===== config.mk =====
export PLATFORM = sky130hd
export DESIGN_NAME = pipe_stage_reg
export DESIGN_NICKNAME = d
export VERILOG_FILES = /design/src/rtl/pipe_stage_reg.sv
export SDC_FILE = /design/constraint.sdc
export NUM_CORES = 1
export LEC_CHECK = 0
export BUFFER_PORTS_ARGS = -buffer_cell sky130_fd_sc_hd__buf_2
export CAP_MARGIN = 5
export CELL_PAD_IN_SITES_DETAIL_PLACEMENT = 1
export CELL_PAD_IN_SITES_GLOBAL_PLACEMENT = 1
export CORE_AREA = 2 2 186 188
export CTS_BUF_LIST = sky130_fd_sc_hd__clkbuf_4
export CTS_CLUSTER_SIZE = 28
export DETAILED_ROUTE_END_ITERATION = 10
export DIE_AREA = 0 0 188 190
export HOLD_SLACK_MARGIN = 0.06
export PLACE_DENSITY = 0.7
export SLEW_MARGIN = 10
export SYNTH_ARGS = -nofsm -noshare
export SYNTH_HDL_FRONTEND = slang
export SYNTH_SLANG_ARGS = --single-unit

===== constraint.sdc =====
create_clock -name clk -period 3 [get_ports clk]
set_input_delay 0.6 -clock clk [delete_from_list [all_inputs] [get_ports clk]]
set_output_delay 0.6 -clock clk [all_outputs]
set_load 0.1 [all_outputs]

===== src/rtl/pipe_stage_reg.sv =====
// Multi-lane pipeline stage register with stall/flush control, per-lane kill cascade
// and saturating bubble/hold/retire counters.
module pipe_stage_reg #(
    parameter int LANES         = 2,
    parameter int DATA_W        = 104,
    parameter int STALL_W       = 6,
    parameter int STAGE         = 4,
    parameter bit CLEAR_PAYLOAD = 1'b1,
    parameter int CNT_W         = 16
) (
    input  logic                    clk,
    input  logic                    rst,
    input  logic [STALL_W-1:0]      stall,
    input  logic                    flush,
    input  logic [LANES-1:0]        in_valid,
    input  logic [LANES-1:0]        in_kill,
    input  logic [LANES*DATA_W-1:0] in_data,
    output logic [LANES-1:0]        out_valid,
    output logic [LANES*DATA_W-1:0] out_data,
    input  logic                    cnt_clr,
    output logic [CNT_W-1:0]        bubble_cnt,
    output logic [CNT_W-1:0]        hold_cnt,
    output logic [CNT_W-1:0]        retire_cnt
);

    localparam int SUM_W = CNT_W + 3;

    logic                    s_here;
    logic                    s_next;
    logic                    do_bubble;
    logic                    do_capture;
    logic                    do_hold;
    logic                    stall_unused;

    logic [LANES-1:0]        kill_cascade;
    logic [LANES-1:0]        cap_valid;
    logic [LANES-1:0]        valid_reg;
    logic [LANES-1:0]        valid_next;
    logic [LANES*DATA_W-1:0] data_reg;
    logic [LANES*DATA_W-1:0] data_next;

    logic [CNT_W-1:0]        bubble_reg;
    logic [CNT_W-1:0]        bubble_next;
    logic [CNT_W-1:0]        hold_reg;
    logic [CNT_W-1:0]        hold_next;
    logic [CNT_W-1:0]        retire_reg;
    logic [CNT_W-1:0]        retire_next;
    logic [CNT_W-1:0]        retire_sat;
    logic [2:0]              retire_add;
    logic [SUM_W-1:0]        retire_sum;

    // Only this stage's bit and the next one matter; the rest is folded away.
    assign stall_unused = ^stall;
    assign s_here       = stall[STAGE];

    generate
        if (STAGE == STALL_W - 1) begin : g_last_stage
            assign s_next = 1'b0;
        end else begin : g_mid_stage
            assign s_next = stall[STAGE+1];
        end
    endgenerate

    assign do_bubble  = !flush &&  s_here && !s_next;
    assign do_capture = !flush && !s_here;
    assign do_hold    = !flush &&  s_here &&  s_next;

    genvar gi;
    generate
        for (gi = 0; gi < LANES; gi++) begin : g_lane
            if (gi == 0) begin : g_first
                assign kill_cascade[gi] = in_kill[gi];
            end else begin : g_younger
                assign kill_cascade[gi] = kill_cascade[gi-1] | in_kill[gi];
            end

            assign cap_valid[gi]  = in_valid[gi] & ~kill_cascade[gi];
            assign valid_next[gi] = do_capture ? cap_valid[gi]
                                  : do_hold    ? valid_reg[gi]
                                  :              1'b0;

            // Any lane that ends up invalid (flush, bubble or killed) is zeroed or held.
            assign data_next[gi*DATA_W +: DATA_W] =
                (do_capture && cap_valid[gi])  ? in_data[gi*DATA_W +: DATA_W] :
                (!do_hold && CLEAR_PAYLOAD)    ? {DATA_W{1'b0}} :
                                                 data_reg[gi*DATA_W +: DATA_W];
        end
    endgenerate

    always_comb begin
        retire_add = 3'd0;
        for (int i = 0; i < LANES; i++) begin
            retire_add = retire_add + 3'(cap_valid[i]);
        end
    end

    assign retire_sum = {3'b000, retire_reg} + SUM_W'(retire_add);
    assign retire_sat = (retire_sum > {3'b000, {CNT_W{1'b1}}}) ? {CNT_W{1'b1}}
                                                              : retire_sum[CNT_W-1:0];

    always_comb begin
        bubble_next = bubble_reg;
        hold_next   = hold_reg;
        retire_next = retire_reg;
        if (cnt_clr) begin
            bubble_next = '0;
            hold_next   = '0;
            retire_next = '0;
        end else begin
            if (do_bubble && (bubble_reg != {CNT_W{1'b1}})) begin
                bubble_next = bubble_reg + CNT_W'(1);
            end
            if (do_hold && (hold_reg != {CNT_W{1'b1}})) begin
                hold_next = hold_reg + CNT_W'(1);
            end
            if (do_capture) begin
                retire_next = retire_sat;
            end
        end
    end

    always_ff @(posedge clk or negedge rst) begin
        if (!rst) begin
            valid_reg  <= '0;
            data_reg   <= '0;
            bubble_reg <= '0;
            hold_reg   <= '0;
            retire_reg <= '0;
        end else begin
            valid_reg  <= valid_next;
            data_reg   <= data_next;
            bubble_reg <= bubble_next;
            hold_reg   <= hold_next;
            retire_reg <= retire_next;
        end
    end

    assign out_valid  = valid_reg;
    assign out_data   = data_reg;
    assign bubble_cnt = bubble_reg;
    assign hold_cnt   = hold_reg;
    assign retire_cnt = retire_reg;

endmodule


[Word level (Yosys, flattened, before mapping)]
Cells that the tools add are included.
Cells by class
  add/subtract/negate cells: 4
  $mul: 0
  div/mod/pow operators: 0
  magnitude comparators: 1
  equal/unequal tests: 5
  shift operators: 0
  mux-type cells: 13
  bitwise gates (word level): 5
  reduce and logical (&&, ||, !) cells: 14
Operators by type and width (number)
  two-way mux 104 bit: 3
  two-way mux 16 bit: 7
  adder 16 x 1 -> 16 bit, second input constant: 2
  != test 16 bit, second input constant: 2
  adder 16 x 2 -> 17 bit: 1
  > comparator 17 x 16 -> 1 bit, second input constant: 1
  logical AND 1 bit: 8
  nonzero test 2 bit: 3
  != test 2 x 1 -> 1 bit, second input constant: 2
  zero test 1 bit: 3
  two-way mux 1 bit: 3
  adder 1 x 1 -> 2 bit: 1
  bitwise AND 1 bit: 2
  != test 2 bit, second input constant: 1
  NOT 1 bit: 2
  bitwise OR 1 bit: 1
Storage, ports and cells
  bits in registers: 258
  latch bits: 0
  memory bits (writable): 0
  bits in read-only memories: 0
  output and inout bits: 258
  word-level logic and storage cells: 48
  memories kept: 0

[Longest topological paths before layout]
Gate-level depths: netlist (run 1).
  word-level depth: 9
  depth in mapped cells: 9
  gate-level depth less buffers: 7

[Worst setup path after synthesis (run 1)]
No wires, ideal clock.
  kind: flip-flop to flip-flop
  start: reg retire_reg[0], in the netlist retire_cnt[0]
  end: reg retire_reg[8], in the netlist retire_cnt[8]
  library setup time: 0.094 ns
  data arrival time: 2.605 ns
  data required time: 2.906 ns
  path slack: 0.301 ns
  cell stages (with the launch flop): 9
  path buffers: 2
  period minus slack after synthesis: 2.699 ns
  cells stage by stage: dfrtp_1 fa_1 ha_1 and3_1 clkbuf_1 and3_1 clkbuf_1 a31o_2 a211oi_1
On the way
  longest elaborated chain between the ends: 5
Ends and longest elaborated chain
  start, declared: line 46  | logic [CNT_W-1:0] retire_reg;
  start signal, assigned: line 134  | retire_reg <= retire_next;
  adder 16 x 2 -> 17 bit (*): line 97  | assign retire_sum = {3'b000, retire_reg} + SUM_W'(retire_add);
  > comparator 17 x 16 -> 1 bit: line 98  | assign retire_sat = (retire_sum > {3'b000, {CNT_W{1'b1}}}) ? {CNT_W{1'b1}}
  two-way mux 16 bit (*): line 98
  two-way mux 16 bit (*): line 116  | if (do_capture) begin
  two-way mux 16 bit (*): line 105  | if (cnt_clr) begin
Every way passes the cells marked *; elsewhere a longest branch is shown, timed or not. The select of a mux whose other input is x is not followed.
A chain may end at the register's enable or synchronous reset.

[Final worst setup path (run 1)]
  start: reg retire_reg[7], in the netlist retire_cnt[7]
  end: out retire_cnt[7]
RTL lines
  end, declared: line 23  | output logic [CNT_W-1:0] retire_cnt
No word-level cell between the ends.

==> impl_metrics.yaml, run 1 <==
clocking:
  cts.repair.resized: 0
  cts-root-buf: "clkbuf_4"
  postCtsSetupBuffers: 0
  cts_tree: "built"
  cts_max_path_buffers: 3
  cts_hold_buffers: 206
  clk_pin_slew_ns: 0.06
  h-tree-depth: 3
  clock-sinks: 258
  cts_buffers: 71
  clkLatencyLatePin_ns: 0.72
floorplan:
  dieArea_um2: 35700
  fp.dieW_um: 188
  start_util_pct: 29.4
  pin_count: 480
  rows: 68
  die_h_um: 190
  core_um2: 33900
flow_run:
  drv_cap: 0
grt:
  grt_pass1_vias: 11200
  grt-ovfl-total: 0
  grt_pass1_wl_mm: 66.4
  antenna_found_initial: 5
  grt_max_degree: 117
  grt.total_usage_pct: 24.0
sta:
  finClkSkew_ns: 0.0250
  whs_ns: 0.153
  finalMaxSlewViolations: 0
  fin_ws_ns: 0.668
  slew_headroom_pct: 56.5
  rsz0062_at_grt: "false"
  finalSetupViolCount: 0
  period_minus_slack_ns: 2.33
  period_share_pct: 77.7
  worstMarginPinSlew_ns: 0.646
  max_freq_mhz: 429
  setup_tns_ns: 0
  hold_viol_final: 0
synthesis:
  synthFlopType: "dfrtp_1"
  synth_common_cells: "dfrtp_1, a22o_1, clkbuf_1"
  synth_cell_type_count: 48
  synth_top_area_share_pct: 64.6
  seq_area_frac_synth_pct: 64.6
  yosysWarningCount: 0
  syn-cell-area_um2: 10000
  syn-num-nets: 990
  synth-edff-count: 0
  ys_ff_latch: 258
  yosysTopAreaCell: "dfrtp_1"
  yosysMostFrequentCell: "dfrtp_1"
  syn_inst: 764
  synth.avg_cell_area_um2: 13.1
  ys_top_cells_by_area: "dfrtp_1, a22o_1, clkbuf_1, or4_1, a21oi_1"
  synthArstFlopShare_pct: 100
routing:
  drtIter0Drc: 491
  vias: 10100
  drt-wirelength-per-cell_um: 21.9
  routed_wl_mm: 43.4
  dr.pass1.iters: 4
  antenna_left: 0
  drc: 0
  vias_per_cell: 5.10
finish:
  final-instance-count-excl-fill: 1987
  regArea_um2: 6460
  multi_input_area_um2: 3280
  final_layout_size_suffix_gt1_share_pct: 40.4
  nNetsFinal: 1701
  area_growth_pct: 60.4
  fillCellCount: 3723
  stdcell_area_um2: 16000
worst_setup_path:
  critical_path_class: "flop to output port"
  crit_family: "flip-flops"
  path_buf_inv: 1
  worstSetupStartpointType: "flop"
  required_ns: 2.40
  critPathSlowestCell: "dfrtp_1"
  cp_cell_sequence: "buf_2"
  cp_slowest_stage_delay_ns: 0.51
  crit_path_max_fanout: 9
  cp.arrival_ns: 1.73
  end_kind: "output port"
pwr:
  comb_power_share_pct: 12.8
  clkPwrFrac_pct: 43.7
  sw_frac_of_total_pct: 29.0
  power_density_nw_per_um2: 510
  p_sw_mw: 2.37
  p_int_mw: 5.81
  vdd_drop_max_mv: 0.283
  p_leak_nw: 8.45
  p_seq_share_pct: 43.5
placement:
  gp_congestion: 0.779
  io_buffer_count: 475
  dp_slack_ns: 0.330
  dp_cells: 1651
  dpl_cell_area_um2: 13000
  hpwl_mm: 24.9
run_status:
  outcome: "complete, no violations"
worst_hold_path:
  hold_class: "input port to flop"
per-layer routing:
metal / up-vias / GRT usage [%] / wire length [µm]
met5: - / 0 / 0
met4: 0 / 13.2 / 1970
met3: 133 / 6.22 / 2960
met2: 468 / 40.8 / 21800
met1: 5086 / 27.6 / 16700
li1: 4455 / - / -
per-stage QoR:
stage / power (mW) / utilization [%]
2_1_floorplan: 4.08 / -
3_5_place_dp: 4.43 / 38.3
3_3_place_gp: 4.41 / 38.3
5_1_grt: 8.53 / 47.2
4_1_cts: 8.19 / 47.2
6_report: 8.18 / 47.2
cell type report:
| cell class | count | share of cell area [%] |
|---|---|---|
| clock buffers | 102 | 4.78 |
| clock inverters | 24 | 1.26 |
| flip-flops and latches | 258 | 40.3 |
| inverters | 8 | 0.187 |
| multi-input cells | 434 | 20.5 |
| well taps | 455 | 3.55 |
| repair buffers | 702 | 29.4 |
| diodes | 4 | 0.0624 |
power by group through the flow:
stage	sequential, mW	clock, mW	combinational [mW]
finish	3.56	3.58	1.04
global route	3.56	3.87	1.10
CTS	3.56	3.61	1.02
detailed placement	3.62	0	0.806
global placement	3.62	0	0.794
floorplan	3.97	0	0.112
sequential cells by signal (all words and copies together), names as in the netlist:
name / flops
retire_cnt: 16
hold_cnt: 16
bubble_cnt: 16
out_valid: 2
out_data: 208
cell families (layout without fill, tap and decap cells):
group,Yosys count,after routing,synth area share [%]
simple gates,128,128,7.40
buf+inv,72,836,2.73
mux,6,6,0.638
fa+ha+maj,4,4,0.576
flops,258,258,64.6
compound gates,296,296,24.1
other cells,0,4,0
placed cells by master, fill, tap and decap left out, types with 5 or more instances in the layout:
cell type,Yosys,final
clkbuf_4,0,102
a21oi_1,22,22
nor3_1,6,6
or3_1,9,9
nor2_1,16,16
a31oi_1,8,8
o21ai_0,14,14
dlygate4sd3_1,0,206
clkinv_1,0,15
nor4_1,8,7
o31ai_1,14,14
buf_4,0,12
buf_12,0,9
and4_1,6,6
nand2_1,17,17
buf_2,2,474
a22o_1,208,208
inv_1,8,8
nand3_1,16,16
dfrtp_1,258,258
a211oi_1,5,5
nand4_1,10,10
and3_1,10,10
or4_1,15,15
a311oi_1,5,5
path summary, 6_finish.rpt:
kind,startpoint,end,slack (ns),cells past startpoint
worst max-delay path,retire_cnt[7]$_DFFE_PN0P_,retire_cnt[7],0.67,1
worst min-delay path,in_data[18],out_data[18]$_DFFE_PN0P_,0.15,2
worst max register to register,retire_cnt[0]$_DFFE_PN0P_,retire_cnt[8]$_DFFE_PN0P_,0.79,6
worst min register to register,out_valid[1]$_DFFE_PN0P_,out_valid[1]$_DFFE_PN0P_,0.48,1
max in group asynchronous,rst,out_data[156]$_DFFE_PN0P_,1.82,3
min in group asynchronous,rst,out_data[154]$_DFFE_PN0P_,0.42,2
(Power assumes the default switching activity.)
==> run 2, diff against run 1 <==
- clock period: 3 -> 2.3 ns (I/O delays scaled with it)
==> run 2 against run 1 <==
Clock skew is 0.020 ns higher. Design area is 1.1% higher. First-iteration DRC count is 8.1% lower. Routed wire length is 2.7% higher. Combinational power is 35% higher. Global-route usage is 0.62 points higher. Hold slack better by 0.12 ns. Clock power is 19% higher. Die area stayed put. Critical endpoint is now bubble_cnt[10]. Largest power group is now registers.
==> impl_metrics.yaml, run 2 (synthesis gave the netlist of run 1 again) <==
finish:
  largest_register_ffs: 208
  final_layout_size_suffix_gt1_share_pct: 42.7
  finalCoreUtilization_pct: 47.7
  final-instance-count-excl-fill: 2006
  final_common_cell: "buf_2"
  nNetsFinal: 1725
  most-common-layout-cells: "buf_2, dfrtp_1, dlygate4sd3_1"
  area_growth_pct: 62.1
clocking:
  cts-root-buf: "clkbuf_4"
  h-tree-depth: 3
  cts_tree: "built"
  cts.repair.resized: 0
  clk_pin_slew_ns: 0.07
  cts_max_path_buffers: 3
  postCtsSetupBuffers: 0
  clkLatencyLatePin_ns: 0.70
  clock-sinks: 258
  cts_hold_buffers: 209
  cts_buffers: 71
worst_setup_path:
  worstSetupStartpointType: "flop"
  critical_path_class: "flop to output port"
  cp_slowest_stage_delay_ns: 0.48
  cp_cell_sequence: "buf_2"
  crit_path_max_fanout: 8
  end_kind: "output port"
  cp.arrival_ns: 1.66
  required_ns: 1.84
  critPathSlowestCell: "dfrtp_1"
  path_buf_inv: 1
  crit_family: "flip-flops"
run_status:
  outcome: "complete, no violations"
sta:
  hold_viol_final: 0
  rsz0062_at_grt: "false"
  finalMaxSlewViolations: 0
  max_freq_mhz: 472
  finClkSkew_ns: 0.0449
  period_share_pct: 92.2
  slew_headroom_pct: 54.6
  period_minus_slack_ns: 2.12
  worstMarginPinSlew_ns: 0.675
  finalSetupViolCount: 0
  setup_tns_ns: 0
  fin_ws_ns: 0.180
floorplan:
  fp.dieW_um: 188
  dieArea_um2: 35700
  die_h_um: 190
  core_um2: 33900
  pin_count: 480
  rows: 68
  start_util_pct: 29.4
grt:
  grt_max_degree: 118
  grt-ovfl-total: 0
  grt_pass1_wl_mm: 68.1
  grt.total_usage_pct: 24.6
  antenna_found_initial: 2
  grt_pass1_vias: 11400
pwr:
  p_leak_nw: 8.49
  vdd_drop_max_mv: 0.355
  p_total_mw: 10.3
  power_density_nw_per_um2: 635
routing:
  drc: 0
  vias_per_cell: 5.10
  dr.pass1.iters: 4
  routed_wl_mm: 44.6
  vias: 10200
  antenna_left: 0
  drtIter0Drc: 451
  drt-wirelength-per-cell_um: 22.2
flow_run:
  drv_cap: 0
placement:
  dp_slack_ns: -0.103
  hpwl_mm: 27.4
  gp_congestion: 0.787
  io_buffer_count: 475
  dp_cells: 1672
worst_hold_path:
  hold_class: "input port to flop"
run 2: cell count changes in the layout (fill, tap and decap cells not counted), moves of 2 or more:
cell and change:
buf_12 +3, buf_4 +18, bufinv_16 -3, clkinv_1 -2, dfrtp_1 -24, dfrtp_2 +23, dlygate4sd3_1 +3
run 2: area by class of cell:
type	count	area (µm²)
Antenna cell	3	7.51
Clock buffer	101	758
Clock inverter	21	124
Fill cell	3748	17700
Inverter	8	30.0
Multi-Input combinational cell	434	3280
Sequential cell	258	6490
Tap cell	455	569
Timing Repair Buffer	726	4940
run 2: layer usage:
layer | wire (µm) | GRT usage, %
met5 | 0 | 0
met4 | 1710 | 10.7
met3 | 2780 | 6.49
met2 | 23000 | 43.3
met1 | 17200 | 28.1
run 2: stage by stage:
step	instance area, µm²	hold WS [ns]
2_1_floorplan	10000	0.164
3_3_place_gp	13200	0.456
3_5_place_dp	13200	0.461
4_1_cts	16200	0.204
5_1_grt	16200	0.243
6_report	16200	0.278
run 2: worst paths after layout:
check | startpoint | endpoint | slack, ns | depth (start not counted)
worst max-delay path | bubble_cnt[10]$_DFFE_PN0P_ | bubble_cnt[10] | 0.18 | 1
worst max register to register | retire_cnt[0]$_DFFE_PN0P_ | retire_cnt[8]$_DFFE_PN0P_ | 0.19 | 6
min in group asynchronous | rst | out_data[140]$_DFFE_PN0P_ | 0.32 | 2
worst min register to register | out_valid[1]$_DFFE_PN0P_ | out_valid[1]$_DFFE_PN0P_ | 0.47 | 1
worst min-delay path | cnt_clr | bubble_cnt[1]$_DFFE_PN0P_ | 0.28 | 4
max in group asynchronous | rst | out_data[207]$_DFFE_PN0P_ | 1.27 | 3
run 2: power breakdown:
group,switching (mW),total (mW),internal (mW)
sequential,0.0470,4.65,4.60
clock,2.10,4.25,2.15
combinational,0.894,1.40,0.506
==> run 3, diff against run 2 <==
- MAX_ROUTING_LAYER: default -> met4
==> run 3 against run 2 <==
Design area stayed put. First-iteration DRC count up 18%. Sequential cell count did not move. Die area unchanged. Final cell count is the same. Critical endpoint unchanged.
==> impl_metrics.yaml, run 3 (synthesis gave the netlist of run 1 again) <==
run_status:
  outcome: "complete, no violations"
pwr:
  power_density_nw_per_um2: 635
  vdd_drop_max_mv: 0.356
  p_leak_nw: 8.49
sta:
  finalSetupViolCount: 0
  period_share_pct: 92.6
  period_minus_slack_ns: 2.13
  hold_viol_final: 0
  slew_headroom_pct: 54.6
  max_freq_mhz: 469
  rsz0062_at_grt: "false"
  finalMaxSlewViolations: 0
  finClkSkew_ns: 0.0464
  whs_ns: 0.280
  worstMarginPinSlew_ns: 0.674
worst_setup_path:
  cp.arrival_ns: 1.67
  cp_cell_sequence: "buf_2"
  rrSetupSlack_ns: 0.19
  critPathSlowestCell: "dfrtp_1"
  path_buf_inv: 1
  worstSetupStartpointType: "flop"
  critical_path_class: "flop to output port"
  end_kind: "output port"
  crit_family: "flip-flops"
  required_ns: 1.84
  crit_path_max_fanout: 8
  cp_slowest_stage_delay_ns: 0.49
finish:
  fillCellCount: 3748
  nNetsFinal: 1725
  final_common_cell: "buf_2"
  area_growth_pct: 62.1
  stdcell_area_um2: 16200
  most-common-layout-cells: "buf_2, dfrtp_1, dlygate4sd3_1"
  finalCoreUtilization_pct: 47.7
  final_layout_size_suffix_gt1_share_pct: 42.7
  largest_register_ffs: 208
grt:
  grt-ovfl-total: 0
  antenna_found_initial: 2
  grt_pass1_vias: 11400
  grt_max_degree: 118
  grt_pass1_wl_mm: 67.9
  grt.total_usage_pct: 25.3
floorplan:
  rows: 68
  core_um2: 33900
  dieArea_um2: 35700
  start_util_pct: 29.4
  pin_count: 480
  fp.dieW_um: 188
  die_h_um: 190
routing:
  vias: 10200
  dr.pass1.iters: 4
  drc: 0
  vias_per_cell: 5.10
  drtIter0Drc: 530
  antenna_left: 0
  routed_wl_mm: 44.6
  drt-wirelength-per-cell_um: 22.2
placement:
  gp_congestion: 0.798
  dpl_cell_area_um2: 13200
  hpwl_mm: 27.4
  io_buffer_count: 475
clocking:
  clock-sinks: 258
  h-tree-depth: 3
  cts_buffers: 71
  cts_max_path_buffers: 3
  clk_pin_slew_ns: 0.07
  cts-root-buf: "clkbuf_4"
  postCtsSetupBuffers: 0
  clkLatencyLatePin_ns: 0.70
  cts_tree: "built"
worst_hold_path:
  hold_class: "input port to flop"
flow_run:
  drv_cap: 0
[run 3: worst paths after layout]
| kind | start | end | cells past startpoint |
|---|---|---|---|
| worst max-delay path | bubble_cnt[10]$_DFFE_PN0P_ | bubble_cnt[10] | 1 |
| worst min-delay path | cnt_clr | bubble_cnt[1]$_DFFE_PN0P_ | 4 |
| worst max register to register | retire_cnt[0]$_DFFE_PN0P_ | retire_cnt[8]$_DFFE_PN0P_ | 6 |
| worst min register to register | out_valid[1]$_DFFE_PN0P_ | out_valid[1]$_DFFE_PN0P_ | 1 |
| max in group asynchronous | rst | out_data[207]$_DFFE_PN0P_ | 3 |
| min in group asynchronous | rst | out_data[140]$_DFFE_PN0P_ | 2 |
[run 3: power breakdown]
group | internal [mW] | total [mW] | leakage [nW] | switching, mW
Clock | 2.15 | 4.25 | 0.521 | 2.10
Combinational | 0.506 | 1.40 | 4.43 | 0.894
Sequential | 4.60 | 4.65 | 3.54 | 0.0469
Total | 7.25 | 10.3 | 8.49 | 3.05
[run 3: what timing repair did]
action | CTS | global route
hold buffers | 209 | 0
hold endpoints to repair | 260 | 0
gates resized for setup | 0 | 0
[run 3: area by class of cell]
type	instances	area, µm²	area share, %
antenna	3	7.51	0.0463
clock inverter	21	124	0.764
inverter	8	30.0	0.185
tap	455	569	3.51
multi-input combinational	434	3280	20.3
timing repair buffer	726	4940	30.5
sequential	258	6490	40.0
clock buffer	101	758	4.68
[run 3: layer usage]
metal / track usage, % / vias up / routed length (µm)
met5: - / - / 0
met4: 10.9 / 0 / 1690
met3: 6.09 / 100 / 2730
met2: 43.2 / 448 / 23100
met1: 28.4 / 5199 / 17200
li1: - / 4492 / -
[run 3: stage by stage]
stage                     setup TNS, ns  setup WS [ns]  power, mW  cells
after floorplan                 -0.0117        -0.0117       5.33    764
after global placement           -0.102        -0.0442       5.79   1672
after detailed placement         -0.302         -0.103       5.81   1672
after CTS                             0          0.104       10.3   2003
after global routing                  0         0.0471       10.7   2006
final                                 0          0.169       10.3   2006
